<file path="src/rtl/sampler_scheduler.sv">
// Round-robin scheduler sharing one depth-32 Sampler between NREQ requesters.
// Ports: REQ_* per-requester request/accept, STRB/SHIFT/STRB_BACK/STRB_FRONT
//   sampler config, SAMP_* sampler data, RSP_* tagged response, BUSY = not idle.
module sampler_scheduler #(
    parameter int NREQ = 4,
    parameter int IDW  = 2
) (
    input  logic              CLK,
    input  logic              RST,
    input  logic [NREQ-1:0]   REQ_VALID,
    input  logic [NREQ-1:0]   REQ_DIR,
    input  logic [5*NREQ-1:0] REQ_OFS,
    output logic [NREQ-1:0]   REQ_READY,
    output logic              STRB,
    output logic              SHIFT,
    output logic [4:0]        STRB_BACK,
    output logic [4:0]        STRB_FRONT,
    input  logic [7:0]        SAMP_DATA,
    input  logic              SAMP_VALID,
    output logic              RSP_VALID,
    input  logic              RSP_READY,
    output logic [IDW-1:0]    RSP_ID,
    output logic [7:0]        RSP_DATA,
    output logic              RSP_DVALID,
    output logic              BUSY
);

    typedef enum logic [1:0] {
        IDLE,
        ISSUE,
        WAIT,
        RESP
    } state_t;

    state_t         state_q, state_d;
    logic [IDW-1:0] last_q, last_d;
    logic [IDW-1:0] id_q, id_d;
    logic           shift_q, shift_d;
    logic [4:0]     back_q, back_d;
    logic [4:0]     front_q, front_d;
    logic [4:0]     w_q, w_d;
    logic [IDW-1:0] rid_q, rid_d;
    logic [7:0]     rdata_q, rdata_d;
    logic           rdv_q, rdv_d;

    logic           gnt_found;
    int             gnt_i;
    logic           dir_sel;
    logic [4:0]     ofs_sel;

    // Rotating priority: search last+1, last+2, ... (mod NREQ).
    always_comb begin
        gnt_found = 1'b0;
        gnt_i     = 0;
        dir_sel   = 1'b0;
        ofs_sel   = 5'd0;
        for (int k = 1; k <= NREQ; k++) begin
            for (int i = 0; i < NREQ; i++) begin
                if (!gnt_found && REQ_VALID[i] &&
                    i == (int'(last_q) + k) % NREQ) begin
                    gnt_found = 1'b1;
                    gnt_i     = i;
                    dir_sel   = REQ_DIR[i];
                    ofs_sel   = REQ_OFS[5*i +: 5];
                end
            end
        end
    end

    always_ff @(posedge CLK) begin
        if (RST) begin
            state_q <= IDLE;
            last_q  <= IDW'(NREQ - 1);
            id_q    <= '0;
            shift_q <= 1'b0;
            back_q  <= 5'd0;
            front_q <= 5'd0;
            w_q     <= 5'd0;
            rid_q   <= '0;
            rdata_q <= 8'd0;
            rdv_q   <= 1'b0;
        end else begin
            state_q <= state_d;
            last_q  <= last_d;
            id_q    <= id_d;
            shift_q <= shift_d;
            back_q  <= back_d;
            front_q <= front_d;
            w_q     <= w_d;
            rid_q   <= rid_d;
            rdata_q <= rdata_d;
            rdv_q   <= rdv_d;
        end
    end

    always_comb begin
        state_d = state_q;
        last_d  = last_q;
        id_d    = id_q;
        shift_d = shift_q;
        back_d  = back_q;
        front_d = front_q;
        w_d     = w_q;
        rid_d   = rid_q;
        rdata_d = rdata_q;
        rdv_d   = rdv_q;
        unique case (state_q)
            IDLE: begin
                if (gnt_found) begin
                    id_d   = IDW'(gnt_i);
                    last_d = IDW'(gnt_i);
                    // Config loads on the grant edge so it is already
                    // valid in the ISSUE cycle alongside STRB.
                    shift_d = dir_sel;
                    back_d  = dir_sel ? 5'd0 : ofs_sel;
                    front_d = dir_sel ? ofs_sel : 5'd0;
                    state_d = ISSUE;
                end
            end
            ISSUE: begin
                // front_q is ofs for future requests and 0 otherwise.
                w_d     = front_q;
                state_d = WAIT;
            end
            WAIT: begin
                if (w_q == 5'd0) begin
                    rid_d   = id_q;
                    rdata_d = SAMP_DATA;
                    rdv_d   = SAMP_VALID;
                    state_d = RESP;
                end else begin
                    w_d = w_q - 5'd1;
                end
            end
            RESP: begin
                if (RSP_READY) begin
                    state_d = IDLE;
                end
            end
            default: state_d = IDLE;
        endcase
    end

    always_comb begin
        for (int i = 0; i < NREQ; i++) begin
            REQ_READY[i] = (state_q == ISSUE) && (int'(id_q) == i);
        end
    end

    assign STRB       = (state_q == ISSUE);
    assign SHIFT      = shift_q;
    assign STRB_BACK  = back_q;
    assign STRB_FRONT = front_q;
    assign RSP_VALID  = (state_q == RESP);
    assign RSP_ID     = rid_q;
    assign RSP_DATA   = rdata_q;
    assign RSP_DVALID = rdv_q;
    assign BUSY       = (state_q != IDLE);

endmodule

</file>
<file path="config.mk">
export PLATFORM = sky130hd
export DESIGN_NAME = sampler_scheduler
export DESIGN_NICKNAME = d
export VERILOG_FILES = /design/src/rtl/sampler_scheduler.sv
export SDC_FILE = /design/constraint.sdc
export NUM_CORES = 1
export LEC_CHECK = 0
export CORE_MARGIN = 2
export CORE_UTILIZATION = 30
export DETAILED_ROUTE_END_ITERATION = 8
export HOLD_SLACK_MARGIN = 0.12
export SYNTH_ARGS = -nofsm -noshare
export SYNTH_HDL_FRONTEND = slang
export SYNTH_SLANG_ARGS = --single-unit
</file>
<file path="constraint.sdc">
create_clock -name CLK -period 5.1 [get_ports CLK]
set_input_delay 0.765 -clock CLK [delete_from_list [all_inputs] [get_ports CLK]]
set_output_delay 0.765 -clock CLK [all_outputs]
set_load 0.02 [all_outputs]
</file>
# == After elaboration in Yosys (flattened, before gate mapping) ==
# Cells that the tools add are included.
# totals
reg_bits,33
inputBits,40
elab_cells,179
# classes
n_addsub,5
n_eq_ne,22
muxes,71
bitwise,4
reduce_logical,67
# op_table
cell,count
$logic_not 32->1,4
$mux 5,19
$logic_and 1x1->1,35
$mux 2,17
$mux 1,33
$eq 3x3->1 const A,8
$logic_not 1->1,15
$eq 2x3->1 const A,4
$pmux 5 s2,1
$eq 2x2->1 const B,4
$pmux 2 s4,1
$reduce_or 2->1,4
$ne 2x2->1 const B,3
$reduce_and 2->1,3
$logic_not 5->1,1
$sub 5x1->5 const B,1
$add 2x1->2 const B,2
$add 2x2->2 const B,2
$and 1x1->1 const A,4
$eq 2x1->1 const B,2
$logic_not 2->1,2
$reduce_bool 2->1,2
$reduce_and 3->1,1
$ne 2x1->1 const B,1

# == Depth between registers and ports, before layout ==
# Gate-level depths: netlist of the first run.
# depth
word_depth,68
mapped_depth,9

# == Worst setup path before layout of the first run ==
# Ideal clock, no wire load.
# synth_path
kind,input-to-reg
start,in REQ_VALID[0]
end,"reg front_q[1], in the netlist STRB_FRONT[1]"
setup_time_ps,117
t_arrival_ps,2344
required_time_ps,4983
slack_ps,2638
path_stages,7
n_path_buf,1
cell_sequence,buf_2 or4b_4 nor3_2 nor4bb_1 a221oi_4 a21oi_2 a32o_1
# synth_via
elab_chain_cells,63
elab_cells_between_ends,96
classes_between,mux (49); reduce/logical (47)
# synth_rtl
element,line_no,text
"start, declared",10,"input logic [NREQ-1:0] REQ_VALID,"
$logic_and 1x1->1,59,if (!gnt_found && REQ_VALID[i] &&
$mux 1,59,
$logic_not 1->1,59,
$logic_and 1x1->1 (2 in series),59,
$mux 1,59,
$logic_not 1->1,59,
$logic_and 1x1->1 (2 in series),59,
$mux 1,59,
[43 not listed],-,
$mux 1,59,
$logic_not 1->1,59,
$logic_and 1x1->1 (2 in series),59,
$mux 1,59,
$logic_not 1->1,59,
$logic_and 1x1->1 (2 in series),59,
$mux 5 or $mux 1 (tied branches),59,
$mux 5 or $reduce_and 2->1 (tied branches),-,
"end signal, assigned",88,front_q <= front_d;
"end, declared",40,"logic [4:0] front_q, front_d;"
# Several ways; a longest one is shown, not always the timed one.
# A chain may end at the register's enable or synchronous reset.

# == Final worst setup path of the first run ==
# layout_path
start,in REQ_VALID[3]
end,"reg front_q[1], in the netlist STRB_FRONT[1]"
# layout_via
elab_chain_cells,52
elab_cells_between_ends,79
classes_between,mux (40); reduce/logical (39)
# layout_rtl
element,line_no
$logic_and 1x1->1 (2 in series),59
$mux 1,59
$logic_not 1->1,59
$logic_and 1x1->1 (2 in series),59
$mux 1,59
$logic_not 1->1,59
$logic_and 1x1->1 (2 in series),59
$mux 1,59
[31 not listed],-
$mux 1,59
$logic_not 1->1,59
$logic_and 1x1->1 (2 in series),59
$mux 1,59
$logic_not 1->1,59
$logic_and 1x1->1 (2 in series),59
$mux 5 or $mux 1 (tied branches),59
$mux 5 or $reduce_and 2->1 (tied branches),-
# Several ways; a longest one is shown, not always the timed one.

==> results.json, run 1 <==
{
  "synth_top_cell_by_area": "sky130_fd_sc_hd__dfxtp_1",
  "timing.critical_path.max_delay_family": "buffers and inverters",
  "cts_max_level": 2,
  "cp.arrival_ps": 3670,
  "synth_fp_nets": 395,
  "synth-edff-count": 0,
  "hold_viol_final": 0,
  "postCtsSetupBuffers": 0,
  "worst_ir_drop_vdd_uv": 290,
  "timing.hold.worst_endpoint": "STRB_BACK[4]",
  "fmax_mhz": 287,
  "met3WireLength_um": 782,
  "synthesis.instances": 349,
  "post-place-cells": 505,
  "maxUsedRoutingLayer": "met4",
  "met1Wirelength_um": 3910,
  "antenna_found_initial": 0,
  "synth-warning-count": 0,
  "setup_viol_count_final": 0,
  "grt_setup_unrepaired": "false",
  "worstHoldPathType": "flop to flop",
  "start_util_pct": 30.9,
  "insertion_delay_ps": 300,
  "cts_buffers": 5,
  "insertedDiodeCount": 0,
  "crit_chain": "clkdlybuf4s50_1, or2b_1, nor3_1, nor4bb_1, a221oi_4, a21oi_2, a32o_1",
  "hold_start": "STRB_BACK[4]",
  "remaining_number_of_nets_flagged_by_the_antenna_check_after_routing": 0,
  "floorplan.io_pins": 69,
  "share_of_synthesized_flip_flops_with_an_asynchronous_set_or_reset_pct": 0,
  "viasPerCell": 5.79,
  "cpMaxStageDelayCell": "sky130_fd_sc_hd__clkdlybuf4s50_1",
  "first_pass_grt_wire_length_um": 14100,
  "vertical_extent_of_the_die_um": 98.5,
  "critPathMaxFanout": 25,
  "synth.area.top_cells": "sky130_fd_sc_hd__dfxtp_1 25%, sky130_fd_sc_hd__nor2_1 5.9%, sky130_fd_sc_hd__nand2_1 5.7%, sky130_fd_sc_hd__mux2i_1 4.9%, sky130_fd_sc_hd__a21oi_1 4.1%",
  "grt_max_degree": 31,
  "worstHoldPathCells": 2,
  "route.met2.wl_um": 3780,
  "p_total_uw": 1560,
  "fp.dieArea_um2": 9710,
  "drive_above_1_share_pct": 8.64,
  "clock_tree_from_tritoncts": "done",
  "clock_path_buffers": 2,
  "portBuffers": 68,
  "worstRegToRegCells": 6,
  "worstSetupEndpointType": "flop",
  "power.leakage_uw": 0.00133,
  "core_um2": 8680,
  "run_status": "completed",
  "timing_worst_slew_pin_value_ps": 930,
  "clock-root-buffer": "sky130_fd_sc_hd__clkbuf_8",
  "fillCellCount": 888,
  "cts.clk_slew.worst_paths_ps": 70,
  "power-per-cell-area_nw_per_um2": 445,
  "grt_overflow_total": 0,
  "mappedNetlistArea_um2": 2680,
  "remaining_drc_errors": 0,
  "grt_pass1_vias": 2766,
  "number_of_gates_given_a_new_drive_strength_after_cts": 0,
  "regToRegSetupSlack_ps": 2220,
  "synth_seq_cells": 33,
  "worst_ep_required_time_ps": 5290,
  "tritonroute_pass_1_iters": 5,
  "route.final.wire_length_um": 8620,
  "placement_rows": 34,
  "replace_congestion": 0.944,
  "initial_drc_count": 395,
  "yosys_most_used_dff": "sky130_fd_sc_hd__dfxtp_1",
  "num_vias": 2969,
  "r2r-start": "last_q[1]",
  "final_net_count": 450,
  "placed_area_um2": 3400,
  "worst_path_buffer_plus_inverter_count": 1,
  "area_growth_pct": 31.0,
  "start_kind": "input pin",
  "r2r-end": "STRB_FRONT[2]",
  "min_period_ps": 3480,
  "post-synth-top-area-fraction_pct": 24.6,
  "worstSetupPathType": "input pin to flop",
  "final_max_slew_viol_count": 0,
  "synth.lib_cells_used.distinct": 70,
  "post_synth.cell_area_avg_um2": 7.68,
  "finalInstanceArea_um2": 3510,
  "detail_route.wl_per_cell_um": 16.8,
  "die_x_um": 98.5,
  "finClkSkew_ps": 8.77,
  "cts_hold_buffers": 0,
  "stdcell_count": 513,
  "post-dp-hpwl_um": 6400,
  "max_cap_violations": 0,
  "clkSinkCount": 33,
  "cpPeakStageDelay_ps": 1040,
  "portion_of_the_post_synthesis_area_used_by_sequential_elements_pct": 24.6,
  "timing.final.crit_share_pct": 68.2,
  "global_router_s_overall_resource_usage_pct": 17.5,
  "relSlewSlack_pct": 37.9,
  "tns_ps": 0
}
[logic make-up (layout without fill, tap and decap cells)]
group           after synthesis  in the layout  synth area share (%)
flops                        33             33                  24.6
mux                          15             15                  5.69
compound gates              106            106                  30.5
simple gates                157            157                  30.8
buf+inv                      32             88                  5.55
fa+ha+maj                     6              6                  2.80
[flip-flops by register name (all words and copies together) (netlist names)]
register,cells
RSP_DATA,8
STRB_BACK,5
STRB_FRONT,5
w_q,5
RSP_ID,2
id_q,2
last_q,2
state_q,2
RSP_DVALID,1
SHIFT,1
[metrics by stage]
| step | util, % | setup WS [ps] | hold slack, ps |
|---|---|---|---|
| after floorplan | - | 2640 | 482 |
| after global placement | 39.1 | 1450 | 447 |
| after detailed placement | 39.1 | 1410 | 453 |
| after CTS | 40.5 | 1700 | 470 |
| after global routing | 40.5 | 1480 | 492 |
| final | 40.5 | 1620 | 467 |
[final cells by class]
cell class	instances	area (um^2)	share of cell area (%)
multi-input cells	284	1870	53.3
repair buffers	69	688	19.6
flip-flops and latches	33	661	18.8
well taps	108	135	3.85
clock buffers	5	68.8	1.96
clock inverters	3	46.3	1.32
inverters	11	41.3	1.18
[placed cells by master, fill, tap and decap left out, drive strengths merged, types with 4 or more instances in the layout]
| cell type | n |
|---|---|
| a21oi | 23 |
| a221oi | 5 |
| a22oi | 4 |
| a32o | 4 |
| clkbuf | 5 |
| clkdlybuf4s50 | 68 |
| dfxtp | 33 |
| ha | 6 |
| inv | 11 |
| mux2i | 13 |
| nand2 | 42 |
| nand2b | 7 |
| nand3 | 20 |
| nand3b | 4 |
| nor2 | 42 |
| nor2b | 6 |
| nor3 | 8 |
| nor3b | 7 |
| o21ai | 12 |
| o221ai | 4 |
| o22ai | 9 |
| o31ai | 13 |
[cell usage after synthesis, types with 4 or more instances]
master	count
sky130_fd_sc_hd__a221oi_1	4
sky130_fd_sc_hd__nor3_1	7
sky130_fd_sc_hd__nor2_1	42
sky130_fd_sc_hd__mux2i_1	13
sky130_fd_sc_hd__a21oi_1	22
sky130_fd_sc_hd__o31ai_2	5
sky130_fd_sc_hd__ha_1	6
sky130_fd_sc_hd__nand2_1	41
sky130_fd_sc_hd__o21ai_0	11
sky130_fd_sc_hd__dfxtp_1	33
sky130_fd_sc_hd__nor2b_1	6
sky130_fd_sc_hd__a32o_1	4
sky130_fd_sc_hd__nand3_1	19
sky130_fd_sc_hd__nand3b_1	4
sky130_fd_sc_hd__inv_1	11
sky130_fd_sc_hd__nand2b_1	7
sky130_fd_sc_hd__clkbuf_1	13
sky130_fd_sc_hd__nor3b_1	5
sky130_fd_sc_hd__o31ai_1	8
sky130_fd_sc_hd__o22ai_1	9
sky130_fd_sc_hd__o221ai_1	4
[worst max-delay path by stage]
stage | cells after the start | startpoint | end
2_1_floorplan | 7 | REQ_VALID[0] | STRB_FRONT[1]
3_3_place_gp | 7 | REQ_VALID[3] | STRB_FRONT[1]
3_5_place_dp | 7 | REQ_VALID[3] | STRB_FRONT[2]
4_1_cts | 7 | REQ_VALID[0] | STRB_FRONT[2]
5_1_grt | 7 | REQ_VALID[0] | STRB_FRONT[0]
6_report | 7 | REQ_VALID[3] | STRB_FRONT[1]
[worst min-delay path: cells and delay by family (launching register included)]
family,cells,cell delay (ps)
DFF,1,330
and+or+nand+nor,1,60
AOI/OAI and AO/OA,1,50
[per-layer routing]
metal	up-vias	GRT usage, %
met2	166	26.7
met5	-	0
met1	1361	25.3
met3	21	3.55
met4	0	4.43
li1	1421	-
[power by group]
group,switching (uW),internal [uW],leakage (uW),total [uW]
registers,101,333,0.000269,434
clock network,106,146,0.0000543,252
logic,491,386,0.00101,877
total,698,866,0.00133,1560
Power figures use the tool's default switching activity.
==> run 2: changes to the inputs <==
==> constraint.sdc (replaced) <==
create_clock -name CLK -period 3.4 [get_ports CLK]
set_input_delay 0.51 -clock CLK [delete_from_list [all_inputs] [get_ports CLK]]
set_output_delay 0.51 -clock CLK [all_outputs]
set_load 0.02 [all_outputs]
==> run 2 against run 1 <==
Effect of this change: combinational power grew 57%; total power grew 46%; sequential cell count is the same; critical path depth is the same; final area grew 2.3%; non-clock buffer count grew 15; die area is the same; first-iteration DRC count shrank 50%; largest power group unchanged; worst hold slack gained 1.1 ps; global-route usage grew 0.65 points; setup slack lost 1100 ps.
==> results.json, run 2 (synthesis results as in run 1) <==
{
  "run_status": "completed",
  "cts_hold_buffers": 0,
  "power.leakage_uw": 0.00139,
  "critPathMaxFanout": 15,
  "stdcell_count": 528,
  "num_vias": 2965,
  "layout.core_utilization_pct": 41.4,
  "crit_chain": "clkdlybuf4s50_1, or4b_4, nor3_2, nor4bb_1, a221oi_4, a21oi_2, a32o_1",
  "cts_max_level": 2,
  "portBuffers": 68,
  "die_x_um": 98.5,
  "post-dp-hpwl_um": 7030,
  "post-place-ws_ps": 307,
  "cts.clk_slew.worst_paths_ps": 70,
  "r2r-end": "STRB_FRONT[2]",
  "relSlewSlack_pct": 50.8,
  "start_kind": "input pin",
  "worstRegToRegCells": 7,
  "power-per-cell-area_nw_per_um2": 636,
  "regToRegSetupSlack_ps": 900,
  "finalInstanceArea_um2": 3590,
  "max_cap_violations": 0,
  "timing.final.crit_share_pct": 83.8,
  "worstHoldPathType": "flop to flop",
  "cts_buffers": 5,
  "hold_start": "STRB_BACK[3]",
  "clkSinkCount": 33,
  "cpPeakStageDelay_ps": 650,
  "placement_rows": 34,
  "fp.dieArea_um2": 9710,
  "cp.arrival_ps": 3030,
  "setup_viol_count_final": 0,
  "floorplan.io_pins": 69,
  "drive_above_1_share_pct": 11.7,
  "grt_max_degree": 30,
  "worst_path_buffer_plus_inverter_count": 1,
  "grt_pass1_vias": 2850,
  "number_of_gates_given_a_new_drive_strength_after_cts": 0,
  "clock-root-buffer": "sky130_fd_sc_hd__clkbuf_8",
  "cpMaxStageDelayCell": "sky130_fd_sc_hd__clkdlybuf4s50_1",
  "timing.critical_path.max_delay_family": "simple AND/OR/NAND/NOR gates",
  "remaining_number_of_nets_flagged_by_the_antenna_check_after_routing": 0,
  "fmax_mhz": 351,
  "timing_worst_slew_pin_value_ps": 736,
  "worst_ep_required_time_ps": 3580,
  "tns_ps": 0,
  "remaining_drc_errors": 0,
  "grt_overflow_total": 0,
  "postCtsSetupBuffers": 0,
  "min_period_ps": 2850,
  "antenna_found_initial": 0,
  "worst_slack_ps": 551,
  "core_um2": 8680,
  "area_growth_pct": 34.0,
  "detail_route.wl_per_cell_um": 16.8,
  "tritonroute_pass_1_iters": 5,
  "leading_cell_type_in_the_layout_fill_and_taps_excluded": "sky130_fd_sc_hd__clkdlybuf4s50_1",
  "worstSetupEndpointType": "flop",
  "initial_drc_count": 197,
  "timing.hold.worst_endpoint": "STRB_BACK[3]",
  "worst_ir_drop_vdd_uv": 275,
  "replace_congestion": 0.942,
  "most-common-layout-cells": "68 x sky130_fd_sc_hd__clkdlybuf4s50_1, 42 x sky130_fd_sc_hd__nor2_1, 41 x sky130_fd_sc_hd__nand2_1, 33 x sky130_fd_sc_hd__dfxtp_1, 22 x sky130_fd_sc_hd__a21oi_1",
  "placed_area_um2": 3510,
  "viasPerCell": 5.62,
  "global_router_s_overall_resource_usage_pct": 18.2,
  "final_net_count": 465,
  "vertical_extent_of_the_die_um": 98.5,
  "r2r-start": "last_q[0]",
  "clock_path_buffers": 2,
  "insertedDiodeCount": 0,
  "route.final.wire_length_um": 8900,
  "start_util_pct": 30.9,
  "insertion_delay_ps": 280,
  "hold_viol_final": 0,
  "clock_tree_from_tritoncts": "done",
  "post-place-cells": 520,
  "largest_register_ff_count": 8,
  "grt_setup_unrepaired": "false",
  "finClkSkew_ps": 8.84,
  "first_pass_grt_wire_length_um": 14200,
  "final_max_slew_viol_count": 0,
  "worstHoldPathCells": 2,
  "worstSetupPathType": "input pin to flop"
}
run 2: layout make-up:
class,instances,area (um^2)
fill,913,5090
multi-input combinational,284,1870
timing repair buffer,84,801
sequential,33,661
tap,108,135
clock buffer,6,72.6
inverter,11,41.3
clock inverter,2,10.0
run 2: layer usage:
metal  global-route usage, %  routed length, um
met5                       0                  0
met4                    4.53                 79
met3                    5.18                684
met2                    28.4               3990
met1                    24.8               4150
run 2: power breakdown:
part	internal, uW	switching [uW]
Combinational	610	767
Clock	142	140
Sequential	500	128
Total	1250	1030
run 2: worst max path at each step:
stage | endpoint | cells past startpoint | slack (ps) | startpoint
floorplan | STRB_FRONT[1] | 7 | 1190 | REQ_VALID[0]
global placement | STRB_FRONT[3] | 7 | 370 | REQ_VALID[2]
detailed placement | STRB_FRONT[1] | 7 | 310 | REQ_VALID[2]
CTS | STRB_FRONT[1] | 7 | 610 | REQ_VALID[2]
global route | STRB_FRONT[1] | 7 | 470 | REQ_VALID[0]
finish | STRB_FRONT[2] | 7 | 550 | REQ_VALID[2]
run 2: through the flow:
stage	power [uW]	hold WS (ps)
6_report	2290	468
2_1_floorplan	1530	482
4_1_cts	2290	473
5_1_grt	2460	504
3_5_place_dp	2010	457
3_3_place_gp	2010	448
run 2: worst min-delay path, stage by stage, from the launching register on:
cell and delay (ps):
sky130_fd_sc_hd__dfxtp_1 330, sky130_fd_sc_hd__nand2_1 60, sky130_fd_sc_hd__o31ai_2 50
==> run 3: changes to the inputs <==
==> constraint.sdc (replaced) <==
create_clock -name CLK -period 2.5 [get_ports CLK]
set_input_delay 0.375 -clock CLK [delete_from_list [all_inputs] [get_ports CLK]]
set_output_delay 0.375 -clock CLK [all_outputs]
set_load 0.02 [all_outputs]
==> run 3 against run 2 <==
Effect of this change: core utilization increased by 4.4 points; critical path type unchanged; worst hold slack got worse by 9.2 ps; via count increased by 6.2%; combinational power increased by 51%; clock power increased by 33%.
==> results.json, run 3 (synthesis results as in run 1) <==
{
  "cts.clk_slew.worst_paths_ps": 70,
  "cts_buffers": 5,
  "critPathMaxFanout": 6,
  "worstSetupEndpointType": "flop",
  "worst_ir_drop_vdd_uv": 424,
  "start_util_pct": 30.9,
  "grt_overflow_total": 0,
  "power.clock.fraction_pct": 11.4,
  "drive_above_1_share_pct": 20.9,
  "floorplan.io_pins": 69,
  "finalInstanceArea_um2": 3970,
  "replace_congestion": 0.937,
  "core_um2": 8680,
  "timing.final.crit_share_pct": 97.6,
  "insertion_delay_ps": 280,
  "antenna_found_initial": 1,
  "min_period_ps": 2440,
  "start_kind": "input pin",
  "cts_max_level": 2,
  "relSlewSlack_pct": 65.5,
  "leading_cell_type_in_the_layout_fill_and_taps_excluded": "sky130_fd_sc_hd__clkdlybuf4s50_1",
  "portBuffers": 68,
  "placed_area_um2": 3870,
  "power-per-cell-area_nw_per_um2": 831,
  "timing_worst_slew_pin_value_ps": 511,
  "tritonroute_pass_1_iters": 5,
  "final_net_count": 510,
  "swShare_pct": 43.8,
  "tns_ps": 0,
  "remaining_drc_errors": 0,
  "clkSinkCount": 33,
  "power_frac_seq_pct": 25.3,
  "power.internal_uw": 1850,
  "hold_viol_final": 0,
  "setup_viol_count_final": 0,
  "area_growth_pct": 48.1,
  "clock-root-buffer": "sky130_fd_sc_hd__clkbuf_8",
  "worstHoldPathCells": 2,
  "largest_register_ff_count": 8,
  "placement_rows": 34,
  "clock_tree_from_tritoncts": "done",
  "fin_hold_ws_ps": 459,
  "cts_hold_buffers": 0,
  "grt_max_degree": 30,
  "fp.dieArea_um2": 9710,
  "final_max_slew_viol_count": 0,
  "worstRegToRegCells": 7,
  "total_switching_power_uw": 1440,
  "clock_path_buffers": 2,
  "worstSetupPathType": "input pin to flop",
  "cp.arrival_ps": 2610,
  "run_status": "completed",
  "layout.core_utilization_pct": 45.8,
  "initial_drc_count": 174,
  "remaining_number_of_nets_flagged_by_the_antenna_check_after_routing": 0,
  "grt_pass1_vias": 3049,
  "first_pass_grt_wire_length_um": 15300,
  "power.leakage_uw": 0.00164,
  "combPwrFrac_pct": 63.4,
  "die_x_um": 98.5,
  "detail_route.wl_per_cell_um": 16.4,
  "worst_ep_required_time_ps": 2670,
  "vertical_extent_of_the_die_um": 98.5,
  "fmax_mhz": 410,
  "grt_setup_unrepaired": "true",
  "most-common-layout-cells": "66 x sky130_fd_sc_hd__clkdlybuf4s50_1, 59 x sky130_fd_sc_hd__buf_4, 42 x sky130_fd_sc_hd__nor2_1, 41 x sky130_fd_sc_hd__nand2_1, 32 x sky130_fd_sc_hd__dfxtp_1",
  "viasPerCell": 5.49,
  "worstHoldPathType": "flop to flop",
  "num_vias": 3148,
  "max_cap_violations": 0,
  "insertedDiodeCount": 0,
  "route.final.wire_length_um": 9410,
  "post-dp-hpwl_um": 7580,
  "finClkSkew_ps": 6.90,
  "global_router_s_overall_resource_usage_pct": 19.4
}
run 3: changes by cell type in the layout (fill, tap and decap cells not counted):
cell / before / now
sky130_fd_sc_hd__buf_12: 0 / 2
sky130_fd_sc_hd__buf_4: 16 / 59
sky130_fd_sc_hd__dlymetal6s2s_1: 0 / 2
sky130_fd_sc_hd__o31ai_2: 5 / 7
sky130_fd_sc_hd__o31ai_1: 8 / 6
sky130_fd_sc_hd__dfxtp_2: 0 / 1
sky130_fd_sc_hd__clkdlybuf4s50_1: 68 / 66
sky130_fd_sc_hd__dfxtp_1: 33 / 32
run 3: metal layers:
| metal | vias up | GRT usage [%] | wire, um |
|---|---|---|---|
| met1 | 1457 | 26.3 | 4360 |
| met5 | - | 0 | 13 |
| met4 | 2 | 6.95 | 235 |
| met2 | 134 | 29.9 | 4200 |
| li1 | 1531 | - | - |
| met3 | 24 | 4.96 | 605 |
run 3: worst paths after layout:
kind | slack [ps] | from | endpoint
worst max-delay path | 60 | REQ_VALID[2] | STRB_FRONT[2]
worst min-delay path | 460 | STRB_BACK[2] | STRB_BACK[2]
worst max register to register | 90 | last_q[0] | STRB_FRONT[2]
worst min register to register | 460 | STRB_BACK[2] | STRB_BACK[2]
run 3: critical path, cell delays in order:
cell                              delay [ps]
sky130_fd_sc_hd__clkdlybuf4s50_1         500
sky130_fd_sc_hd__or4b_4                  270
sky130_fd_sc_hd__o32ai_1                  80
sky130_fd_sc_hd__or4_4                   530
sky130_fd_sc_hd__a221oi_4                410
sky130_fd_sc_hd__a21oi_2                 160
sky130_fd_sc_hd__a32o_1                  290
run 3: power by group through the flow:
stage | registers, uW | clock network, uW | logic, uW
3_5_place_dp | 842 | 0 | 2080
4_1_cts | 833 | 394 | 2090
5_1_grt | 857 | 415 | 2270
6_report | 833 | 376 | 2090
2_1_floorplan | 890 | 0 | 1200
3_3_place_gp | 839 | 0 | 2070
run 3: stage by stage:
stage	setup WS (ps)	power, uW	cells
after floorplan	428	2090	349
after global placement	-198	2910	565
after detailed placement	-225	2920	565
after CTS	66.3	3320	573
after global routing	-17.7	3540	573
final	59.8	3300	573
run 3: cell type report:
| type | instances | area [um^2] |
|---|---|---|
| Clock buffer | 6 | 72.6 |
| Timing Repair Buffer | 129 | 1170 |
| Tap cell | 108 | 135 |
| Clock inverter | 2 | 10.0 |
| Inverter | 11 | 41.3 |
| Multi-Input combinational cell | 284 | 1880 |
| Fill cell | 884 | 4710 |
| Sequential cell | 33 | 662 |
run 3: timing repair:
action | in CTS | in global routing
gates resized for setup | 0 | 5
buffers inserted | 0 | 0
setup endpoints to repair | 0 | 9
